--- src/rtl/muldiv_unit.sv ---
// ============================================================================
// muldiv_unit
// ----------------------------------------------------------------------------
// Multi-cycle multiply/divide unit that owns the HI/LO register pair.
// MULT/MULTU use a WIDTH-iteration shift/add datapath and DIV/DIVU use a
// WIDTH-iteration restoring-subtract datapath. Both work on operand magnitudes
// and apply a two's-complement sign fix in a final cycle before HI/LO are
// written. MTHI/MTLO write HI/LO directly while the unit is idle.
//
// Ports:
//   clk       rising-edge clock
//   reset     asynchronous, active-high reset
//   op1       rs operand: multiplicand / dividend / MTHI-MTLO source
//   op2       rt operand: multiplier / divisor
//   Mul       start multiply (wins over Div when both are high)
//   Div       start divide
//   Unsigned  1 = MULTU/DIVU, 0 = signed
//   WriteHi   MTHI: hi <= op1 (idle only)
//   WriteLo   MTLO: lo <= op1 (idle only)
//   ReadHi    MFHI request, only feeds the stall
//   ReadLo    MFLO request, only feeds the stall
//   hi, lo    HI/LO registers
//   busy      operation in flight
//   done      one-cycle pulse after HI/LO are written by an operation
//   stall     busy while the pipeline presents any HI/LO related request
// ============================================================================
module muldiv_unit #(
    parameter int WIDTH = 32
) (
    input  logic             clk,
    input  logic             reset,
    input  logic [WIDTH-1:0] op1,
    input  logic [WIDTH-1:0] op2,
    input  logic             Mul,
    input  logic             Div,
    input  logic             Unsigned,
    input  logic             WriteHi,
    input  logic             WriteLo,
    input  logic             ReadHi,
    input  logic             ReadLo,
    output logic [WIDTH-1:0] hi,
    output logic [WIDTH-1:0] lo,
    output logic             busy,
    output logic             done,
    output logic             stall
);

    localparam int CNT_W = (WIDTH > 1) ? $clog2(WIDTH) : 1;
    localparam logic [CNT_W-1:0] LAST_ITER = CNT_W'(WIDTH - 1);

    typedef enum logic [1:0] {
        IDLE = 2'd0,
        CALC = 2'd1,
        FIN  = 2'd2
    } state_t;

    state_t             r_state;
    state_t             w_nextState;

    logic [CNT_W-1:0]   r_count;
    logic               r_isDiv;
    logic               r_negRes;
    logic               r_negRem;
    logic               r_divZero;
    logic [WIDTH-1:0]   r_origA;
    logic [WIDTH-1:0]   r_opnd;
    logic [WIDTH-1:0]   r_acc;
    logic [WIDTH-1:0]   r_q;
    logic [WIDTH-1:0]   r_hi;
    logic [WIDTH-1:0]   r_lo;
    logic               r_done;

    logic               w_start;
    logic               w_negA;
    logic               w_negB;
    logic [WIDTH-1:0]   w_magA;
    logic [WIDTH-1:0]   w_magB;
    logic [WIDTH:0]     w_mulSum;
    logic [WIDTH:0]     w_divShift;
    logic               w_divOk;
    logic [WIDTH-1:0]   w_divSub;
    logic [WIDTH-1:0]   w_divRem;
    logic [2*WIDTH-1:0] w_prod;
    logic [2*WIDTH-1:0] w_prodNeg;

    // A start is only recognised in IDLE; anything presented while busy is
    // ignored and has to be held by the pipeline through the stall.
    assign w_start = (r_state == IDLE) && (Mul || Div);

    // Signed operands are reduced to magnitudes up front. The most negative
    // value negates to itself, which is exactly its unsigned magnitude.
    assign w_negA = ~Unsigned & op1[WIDTH-1];
    assign w_negB = ~Unsigned & op2[WIDTH-1];
    assign w_magA = w_negA ? ('0 - op1) : op1;
    assign w_magB = w_negB ? ('0 - op2) : op2;

    // Shift/add multiply step: {r_acc, r_q} is the partial product with the
    // multiplier draining out of the bottom of r_q. The carry out of the add
    // lands in the top of the accumulator after the right shift.
    assign w_mulSum = {1'b0, r_acc} + (r_q[0] ? {1'b0, r_opnd} : '0);

    // Restoring divide step: the partial remainder picks up the next dividend
    // bit from the top of r_q. Since the remainder is always below the
    // divisor, the subtraction result fits WIDTH bits when it succeeds.
    assign w_divShift = {r_acc, r_q[WIDTH-1]};
    assign w_divOk    = (w_divShift >= {1'b0, r_opnd});
    assign w_divSub   = w_divShift[WIDTH-1:0] - r_opnd;
    assign w_divRem   = w_divOk ? w_divSub : w_divShift[WIDTH-1:0];

    assign w_prod    = {r_acc, r_q};
    assign w_prodNeg = '0 - w_prod;

    // State register for the IDLE -> CALC -> FIN sequence.
    always_ff @(posedge clk or posedge reset) begin
        if (reset) begin
            r_state <= IDLE;
        end else begin
            r_state <= w_nextState;
        end
    end

    // Next-state logic: CALC runs exactly WIDTH iterations, FIN lasts one cycle.
    always_comb begin
        w_nextState = r_state;
        case (r_state)
            IDLE: begin
                if (w_start) begin
                    w_nextState = CALC;
                end
            end
            CALC: begin
                if (r_count == LAST_ITER) begin
                    w_nextState = FIN;
                end
            end
            FIN: begin
                w_nextState = IDLE;
            end
            default: begin
                w_nextState = IDLE;
            end
        endcase
    end

    // Datapath and HI/LO. Operands and result signs are captured at the start
    // so later operand or Unsigned changes cannot disturb the operation.
    // HI/LO only change in FIN or through idle MTHI/MTLO, so no partial
    // result is ever visible.
    always_ff @(posedge clk or posedge reset) begin
        if (reset) begin
            r_count   <= '0;
            r_isDiv   <= 1'b0;
            r_negRes  <= 1'b0;
            r_negRem  <= 1'b0;
            r_divZero <= 1'b0;
            r_origA   <= '0;
            r_opnd    <= '0;
            r_acc     <= '0;
            r_q       <= '0;
            r_hi      <= '0;
            r_lo      <= '0;
            r_done    <= 1'b0;
        end else begin
            r_done <= 1'b0;
            case (r_state)
                IDLE: begin
                    if (w_start) begin
                        r_isDiv   <= ~Mul;
                        r_negRes  <= w_negA ^ w_negB;
                        r_negRem  <= w_negA;
                        r_divZero <= ~Mul && (op2 == '0);
                        r_origA   <= op1;
                        r_acc     <= '0;
                        r_count   <= '0;
                        if (Mul) begin
                            r_q    <= w_magB;
                            r_opnd <= w_magA;
                        end else begin
                            r_q    <= w_magA;
                            r_opnd <= w_magB;
                        end
                    end else begin
                        if (WriteHi) begin
                            r_hi <= op1;
                        end
                        if (WriteLo) begin
                            r_lo <= op1;
                        end
                    end
                end
                CALC: begin
                    r_count <= r_count + CNT_W'(1);
                    if (r_isDiv) begin
                        r_acc <= w_divRem;
                        r_q   <= {r_q[WIDTH-2:0], w_divOk};
                    end else begin
                        r_acc <= w_mulSum[WIDTH:1];
                        r_q   <= {w_mulSum[0], r_q[WIDTH-1:1]};
                    end
                end
                FIN: begin
                    r_done <= 1'b1;
                    if (r_isDiv && r_divZero) begin
                        // Divide by zero returns an all-ones quotient and the
                        // untouched dividend as remainder.
                        r_lo <= '1;
                        r_hi <= r_origA;
                    end else if (r_isDiv) begin
                        r_lo <= r_negRes ? ('0 - r_q)   : r_q;
                        r_hi <= r_negRem ? ('0 - r_acc) : r_acc;
                    end else begin
                        {r_hi, r_lo} <= r_negRes ? w_prodNeg : w_prod;
                    end
                end
                default: begin
                    r_count <= '0;
                end
            endcase
        end
    end

    assign hi    = r_hi;
    assign lo    = r_lo;
    assign done  = r_done;
    assign busy  = (r_state != IDLE);
    assign stall = busy & (ReadHi | ReadLo | Mul | Div | WriteHi | WriteLo);

endmodule

--- config.mk ---
export PLATFORM = sky130hd
export DESIGN_NAME = muldiv_unit
export DESIGN_NICKNAME = d
export VERILOG_FILES = /design/src/rtl/muldiv_unit.sv
export SDC_FILE = /design/constraint.sdc
export NUM_CORES = 1
export LEC_CHECK = 0
export CAP_MARGIN = 20
export CORE_UTILIZATION = 45
export CTS_CLUSTER_SIZE = 28
export DETAILED_ROUTE_END_ITERATION = 10
export GPL_ROUTABILITY_DRIVEN = 0
export PLACE_DENSITY = 0.67
export SKIP_LAST_GASP = 1
export SYNTH_ARGS = -nofsm -noshare
export SYNTH_HDL_FRONTEND = slang
export SYNTH_SLANG_ARGS = --single-unit
--- constraint.sdc ---
create_clock -name clk -period 7 [get_ports clk]
set_input_delay 1.4 -clock clk [delete_from_list [all_inputs] [get_ports clk]]
set_output_delay 1.4 -clock clk [all_outputs]
set_load 0.01 [all_outputs]
==> impl_metrics.csv, run 1 <==
group,metric,value,unit
outcome,outcome,"finished clean",
critical_path,crit_path_end_kind,"output port",
logic_synthesis,async_flop_share,100,%
power_and_ir_drop,total_power,10.2,mW
sta,fin_crit_sh,65.3,%
global_route,first_global_vias,14942,
clocking,cts.sinks,204,
place,pre_cts_ws,2350,ps
detailed_routing,finalWirelength,58300,um
logic_synthesis,synth-seq-area-share,32.1,%
clocking,cts_tree,"yes",
sta,fin_tns_setup,0,ps
cells_and_area,final_util,53.5,%
sta,finalHoldViolCount,0,
global_route,grt-ovfl-total,0,
clocking,cts-root-buf,"clkbuf_16",
detailed_routing,drtIter0Drc,2050,
sta,max_slew_margin,33.6,%
cells_and_area,instances_no_fill,2538,
logic_synthesis,netlist_instances,1999,
clocking,clockBufferDepth,3,
sta,hold_slack,478,ps
cells_and_area,nNetsFinal,2209,
place,port_buffers,139,
logic_synthesis,syn_nets,2144,
power_and_ir_drop,powerDensity,552,nW/um2
global_route,track_usage,32.0,%
sta,setup_viol,0,
flow_run,maxCapViolCount,0,
critical_path,worstPathRequired,5600,ps
cells_and_area,fillerInstances,3269,
cells_and_area,final_area,18500,um2
sta,report.final.slew_viol_count,0,
clocking,h-tree-depth,1,
global_route,antenna_found_initial,0,
logic_synthesis,synth_top_area_share,32.1,%
clocking,clk_latency,560,ps
place,post_dp_cell_area,17600,um2
logic_synthesis,yosys-top-cells-area,"dfrtp_1, nand2_1, xnor2_1",
floorplanning,io_pins,140,
min_path,hp-class,"flip-flop to flip-flop",
logic_synthesis,yosysMostFrequentCell,"nand2_1",
cells_and_area,antenna_cells,0,
logic_synthesis,yosysTopAreaCell,"dfrtp_1",
sta,rsz0062_at_grt,"false",
floorplanning,core,34600,um2
cells_and_area,drive_above_1_share,4.37,%
sta,max_clock_freq,219,MHz
logic_synthesis,synth-edff-count,0,
logic_synthesis,ys_ff_latch,204,
clocking,cts_buffers,26,
clocking,holdBufCountCts,0,
detailed_routing,antenna_left,0,
detailed_routing,wire_per_inst,23.0,um
place,dp_cells,2489,
detailed_routing,dr.pass1.iters,6,
logic_synthesis,ys_types,74,
critical_path,critPathLaunchType,"input port",
sta,worst_slew_pin_slew,996,ps
floorplanning,die_y,190,um
detailed_routing,drcViolationCount,0,
sta,finalCriticalPeriod,4570,ps
detailed_routing,vias,16142,
global_route,grt_max_degree,116,
clocking,clk_pin_slew,50,ps
critical_path,path_max_fanout,6,
floorplanning,rows,68,
sta,finClkSkew,17.8,ps
clocking,cts_resized,0,
power_and_ir_drop,ir_drop,0.000268,V
logic_synthesis,yosys_warnings,0,
critical_path,arrival,3170,ps
place,dp_hpwl,43500,um
logic_synthesis,dominantRegCellSynth,"dfrtp_1",
floorplanning,initial_core_util,45.9,%
logic_synthesis,synth_common_cells,"nand2_1, dfrtp_1, nor2_1",
logic_synthesis,avgSynthCellArea,7.96,um2
floorplanning,die_w,190,um
logic_synthesis,syn-cell-area,15900,um2
sta,setup_slack,2430,ps
clocking,post-cts-setup-buffers,0,
critical_path,path_class,"input port to output port",
floorplanning,die_area,36100,um2
cells_and_area,syn2layout_area_growth,16.6,%
global_route,grt_pass1_wl,89100,um
detailed_routing,vias_per_cell,6.36,
power_and_ir_drop,p_leak,7.97,nW
==> worst max-delay path, stage by stage <==
cell	delay, ps
clkdlybuf4s50_1	540
nor2_1	540
a21oi_1	170
clkdlybuf4s50_1	520
==> layout by cell type (no fill, tap or decap), drive strengths merged, types with 60 or more instances in the layout <==
| cell type | count |
|---|---|
| xor2 | 64 |
| nor2 | 172 |
| nand2 | 272 |
| inv | 60 |
| o22ai | 63 |
| ha | 70 |
| a21oi | 143 |
| xnor2 | 111 |
| clkdlybuf4s50 | 138 |
| o21ai | 169 |
| dfrtp | 204 |
==> cell type report <==
| class | count | area (um2) | area share (%) |
|---|---|---|---|
| inverter | 61 | 236 | 1.28 |
| sequential | 204 | 5110 | 27.5 |
| tap | 455 | 569 | 3.07 |
| clock inverter | 11 | 119 | 0.641 |
| clock buffer | 36 | 759 | 4.10 |
| multi-input combinational | 1609 | 10100 | 54.7 |
| timing repair buffer | 162 | 1610 | 8.66 |
==> path summary, 6_finish.rpt <==
kind | start | to | slack (ps) | cells past startpoint
setup / recovery | Div | stall | 2430 | 4
hold / removal | r_origA[6] | r_origA[6] | 480 | 2
setup reg to reg | r_acc[0] | r_acc[25] | 3010 | 12
hold reg to reg | r_origA[6] | r_origA[6] | 480 | 2
max in group asynchronous | reset | r_q[7] | 4320 | 3
min in group asynchronous | reset | done | 1380 | 2
==> power by group <==
group | total [mW] | switching, mW | internal [mW] | leakage (nW)
combinational | 6.27 | 3.58 | 2.69 | 5.15
clock | 1.37 | 0.542 | 0.829 | 0.434
sequential | 2.59 | 0.825 | 1.77 | 2.39
==> registers in the layout, indices dropped and copies added (netlist names) <==
| name | cells |
|---|---|
| r_q | 32 |
| lo | 32 |
| r_isDiv | 1 |
| r_acc | 32 |
| r_divZero | 1 |
| r_opnd | 32 |
| r_origA | 32 |
| hi | 32 |
| done | 1 |
| r_negRes | 1 |
| r_negRem | 1 |
| r_count | 5 |
| r_state | 2 |
==> kinds of logic (layout without fill, tap and decap cells) <==
family                     Yosys count  after routing  share of synthesized area (%)
AOI/OAI and AO/OA                  661            661                           26.2
and+or+nand+nor                    652            652                           18.8
DFF                                204            204                           32.1
buffers and inverters              186            270                           4.40
xor gates and xnor gates           175            175                           9.64
adders and majority gates           72             72                           5.76
muxes                               49             49                           3.10
==> metal layers <==
layer	routed length (um)	vias up	track usage [%]
met5	0	-	0
met4	2220	0	12.2
met3	6220	135	6.31
met2	25700	905	49.8
met1	24200	7719	43.7
li1	-	7383	-
Note: power is estimated with default switching activity, not from simulation.
==> run 2: changes to the inputs <==
==> constraint.sdc (replaced) <==
create_clock -name clk -period 3.8 [get_ports clk]
set_input_delay 0.76 -clock clk [delete_from_list [all_inputs] [get_ports clk]]
set_output_delay 0.76 -clock clk [all_outputs]
set_load 0.01 [all_outputs]
==> run 2 against run 1 <==
Net effect:
- cell count up 3.7%
- worst hold slack lost 0.53 ps
- clock skew grew 2.7 ps
- sequential share of layout area shrank 1.0 points
- sequential cell count is the same
- largest power group unchanged
- non-clock buffer count grew 97
- core utilization up 2.1 points
- register-to-register slack worse by 2900 ps
- wire length rose by 2.2%
- die area stayed put
- sequential power rose by 75%
- highest routed layer unchanged
- combinational power is 96% higher
==> impl_metrics.csv, run 2 (synthesis gave the netlist of run 1 again) <==
group,metric,value,unit
cells_and_area,nNetsFinal,2304,
critical_path,crit_chain,"inv_1, ha_1, inv_1, fa_1, a211oi_1, o21ai_1, a41oi_1, o31ai_2, a41oi_1, a311oi_1, a31oi_1, xor2_1, a211oi_1",
cells_and_area,syn2layout_area_growth,21.2,%
place,pre_cts_ws,-32.3,ps
cells_and_area,layout_commonest_cell,"nand2_1",
critical_path,path_max_fanout,4,
global_route,track_usage,32.8,%
power_and_ir_drop,p_leak,8.42,nW
critical_path,crit_path_end_kind,"flip-flop",
clocking,clk_latency,540,ps
cells_and_area,drive_above_1_share,8.64,%
clocking,holdBufCountCts,0,
critical_path,setup.worst_path.start,"r_q[31]",
clocking,cts_tree,"yes",
floorplanning,initial_core_util,45.9,%
critical_path,r2r_start,"r_q[31]",
floorplanning,die_y,190,um
global_route,first_global_vias,15856,
min_path,hp-class,"flip-flop to flip-flop",
sta,finalCriticalPeriod,3660,ps
sta,rsz0062_at_grt,"true",
detailed_routing,drtIter0Drc,1955,
clocking,clockBufferDepth,3,
global_route,grt_pass1_wl,91600,um
critical_path,worstPathRequired,4250,ps
global_route,grt-ovfl-total,0,
sta,max_clock_freq,273,MHz
place,port_buffers,139,
sta,fin_crit_sh,96.4,%
cells_and_area,instances_no_fill,2632,
clocking,h-tree-depth,1,
clocking,cts-root-buf,"clkbuf_16",
sta,worst_slew_pin_slew,952,ps
power_and_ir_drop,ir_drop,0.000390,V
floorplanning,rows,68,
sta,max_slew_margin,36.5,%
detailed_routing,drcViolationCount,0,
sta,report.final.slew_viol_count,0,
critical_path,cpPeakStageDelay,420,ps
cells_and_area,antenna_cells,0,
critical_path,arrival,4110,ps
outcome,outcome,"finished clean",
floorplanning,io_pins,140,
clocking,cts.sinks,204,
detailed_routing,finalWirelength,59600,um
cells_and_area,mostFrequentLayoutCells,"nand2_1, dfrtp_1, nor2_1",
critical_path,path_class,"flip-flop to flip-flop",
flow_run,maxCapViolCount,0,
floorplanning,die_area,36100,um2
sta,setup_slack,136,ps
sta,setup_viol,0,
sta,finalHoldViolCount,0,
clocking,clk_pin_slew,70,ps
clocking,post-cts-setup-buffers,0,
global_route,antenna_found_initial,0,
sta,finClkSkew,20.5,ps
floorplanning,core,34600,um2
detailed_routing,dr.pass1.iters,6,
critical_path,r2r_slack,140,ps
critical_path,crit_buf_inv,2,
power_and_ir_drop,powerDensity,1000,nW/um2
global_route,grt_max_degree,65,
place,dp_hpwl,45500,um
clocking,cts_buffers,24,
critical_path,critPathLaunchType,"flip-flop",
place,dp_cells,2588,
detailed_routing,wire_per_inst,22.6,um
detailed_routing,vias_per_cell,6.26,
critical_path,crit_path_top_delay_cell,"dfrtp_1",
floorplanning,die_w,190,um
critical_path,critPathTopFamily,"compound AO/OA/AOI/OAI gates",
min_path,min_from,"r_origA[20]",
detailed_routing,vias,16488,
detailed_routing,antenna_left,0,
run 2: cell types whose count changed in the layout (fill, tap and decap cells not counted), moves of 2 or more:
cell | before | now
buf_12 | 0 | 6
clkinv_4 | 3 | 0
clkbuf_16 | 27 | 25
bufinv_16 | 2 | 4
buf_16 | 2 | 0
clkbuf_1 | 4 | 2
buf_4 | 20 | 114
clkinvlp_4 | 1 | 8
clkbuf_8 | 5 | 2
run 2: through the flow:
stage	hold slack (ps)	setup TNS [ps]	utilization [%]	area [um2]	total power, mW
finish	477	0	55.7	19300	19.3
detailed placement	462	-39.1	53.2	18400	16.5
global placement	458	0	53.2	18400	16.2
global route	500	-38.5	55.7	19300	20.7
CTS	478	0	55.6	19300	19.1
floorplan	442	0	-	15900	12.4
run 2: layer usage:
layer	routed length [um]	GRT usage, %	vias to the layer above
li1	-	-	7570
met1	24800	44.8	7831
met2	25500	49.8	916
met3	5940	5.13	171
met4	3370	17.5	0
met5	0	0	-
run 2: where the power goes:
group / switching (mW) / internal [mW] / leakage (nW) / total, mW
combinational: 6.93 / 5.38 / 5.63 / 12.3
sequential: 1.27 / 3.25 / 2.39 / 4.52
clock: 1.00 / 1.51 / 0.398 / 2.51
total: 9.19 / 10.1 / 8.42 / 19.3
run 2: worst paths after layout:
| kind | endpoint | cells after the start |
|---|---|---|
| worst min register to register | r_origA[20] | 2 |
| max in group asynchronous | r_opnd[11] | 3 |
| worst min-delay path | r_origA[20] | 2 |
| min in group asynchronous | r_count[2] | 2 |
| worst max register to register | r_acc[30] | 13 |
| worst max-delay path | r_acc[30] | 13 |
run 2: timing repair:
item                       in CTS  in global routing
hold endpoints to repair        0                  0
setup endpoints to repair       0                  3
resized for setup               0                  2
run 2: worst min-delay path, cell delays in order, from the launching register on:
cell and delay, ps:
dfrtp_1 340, nand2_1 50, nand2_1 60
run 2: final cells by class:
class / count / area, um2
multi-input combinational: 1609 / 10200
sequential: 204 / 5110
fill: 3211 / 15400
inverter: 61 / 233
timing repair buffer: 259 / 2360
tap: 455 / 569
clock inverter: 15 / 193
clock buffer: 29 / 661
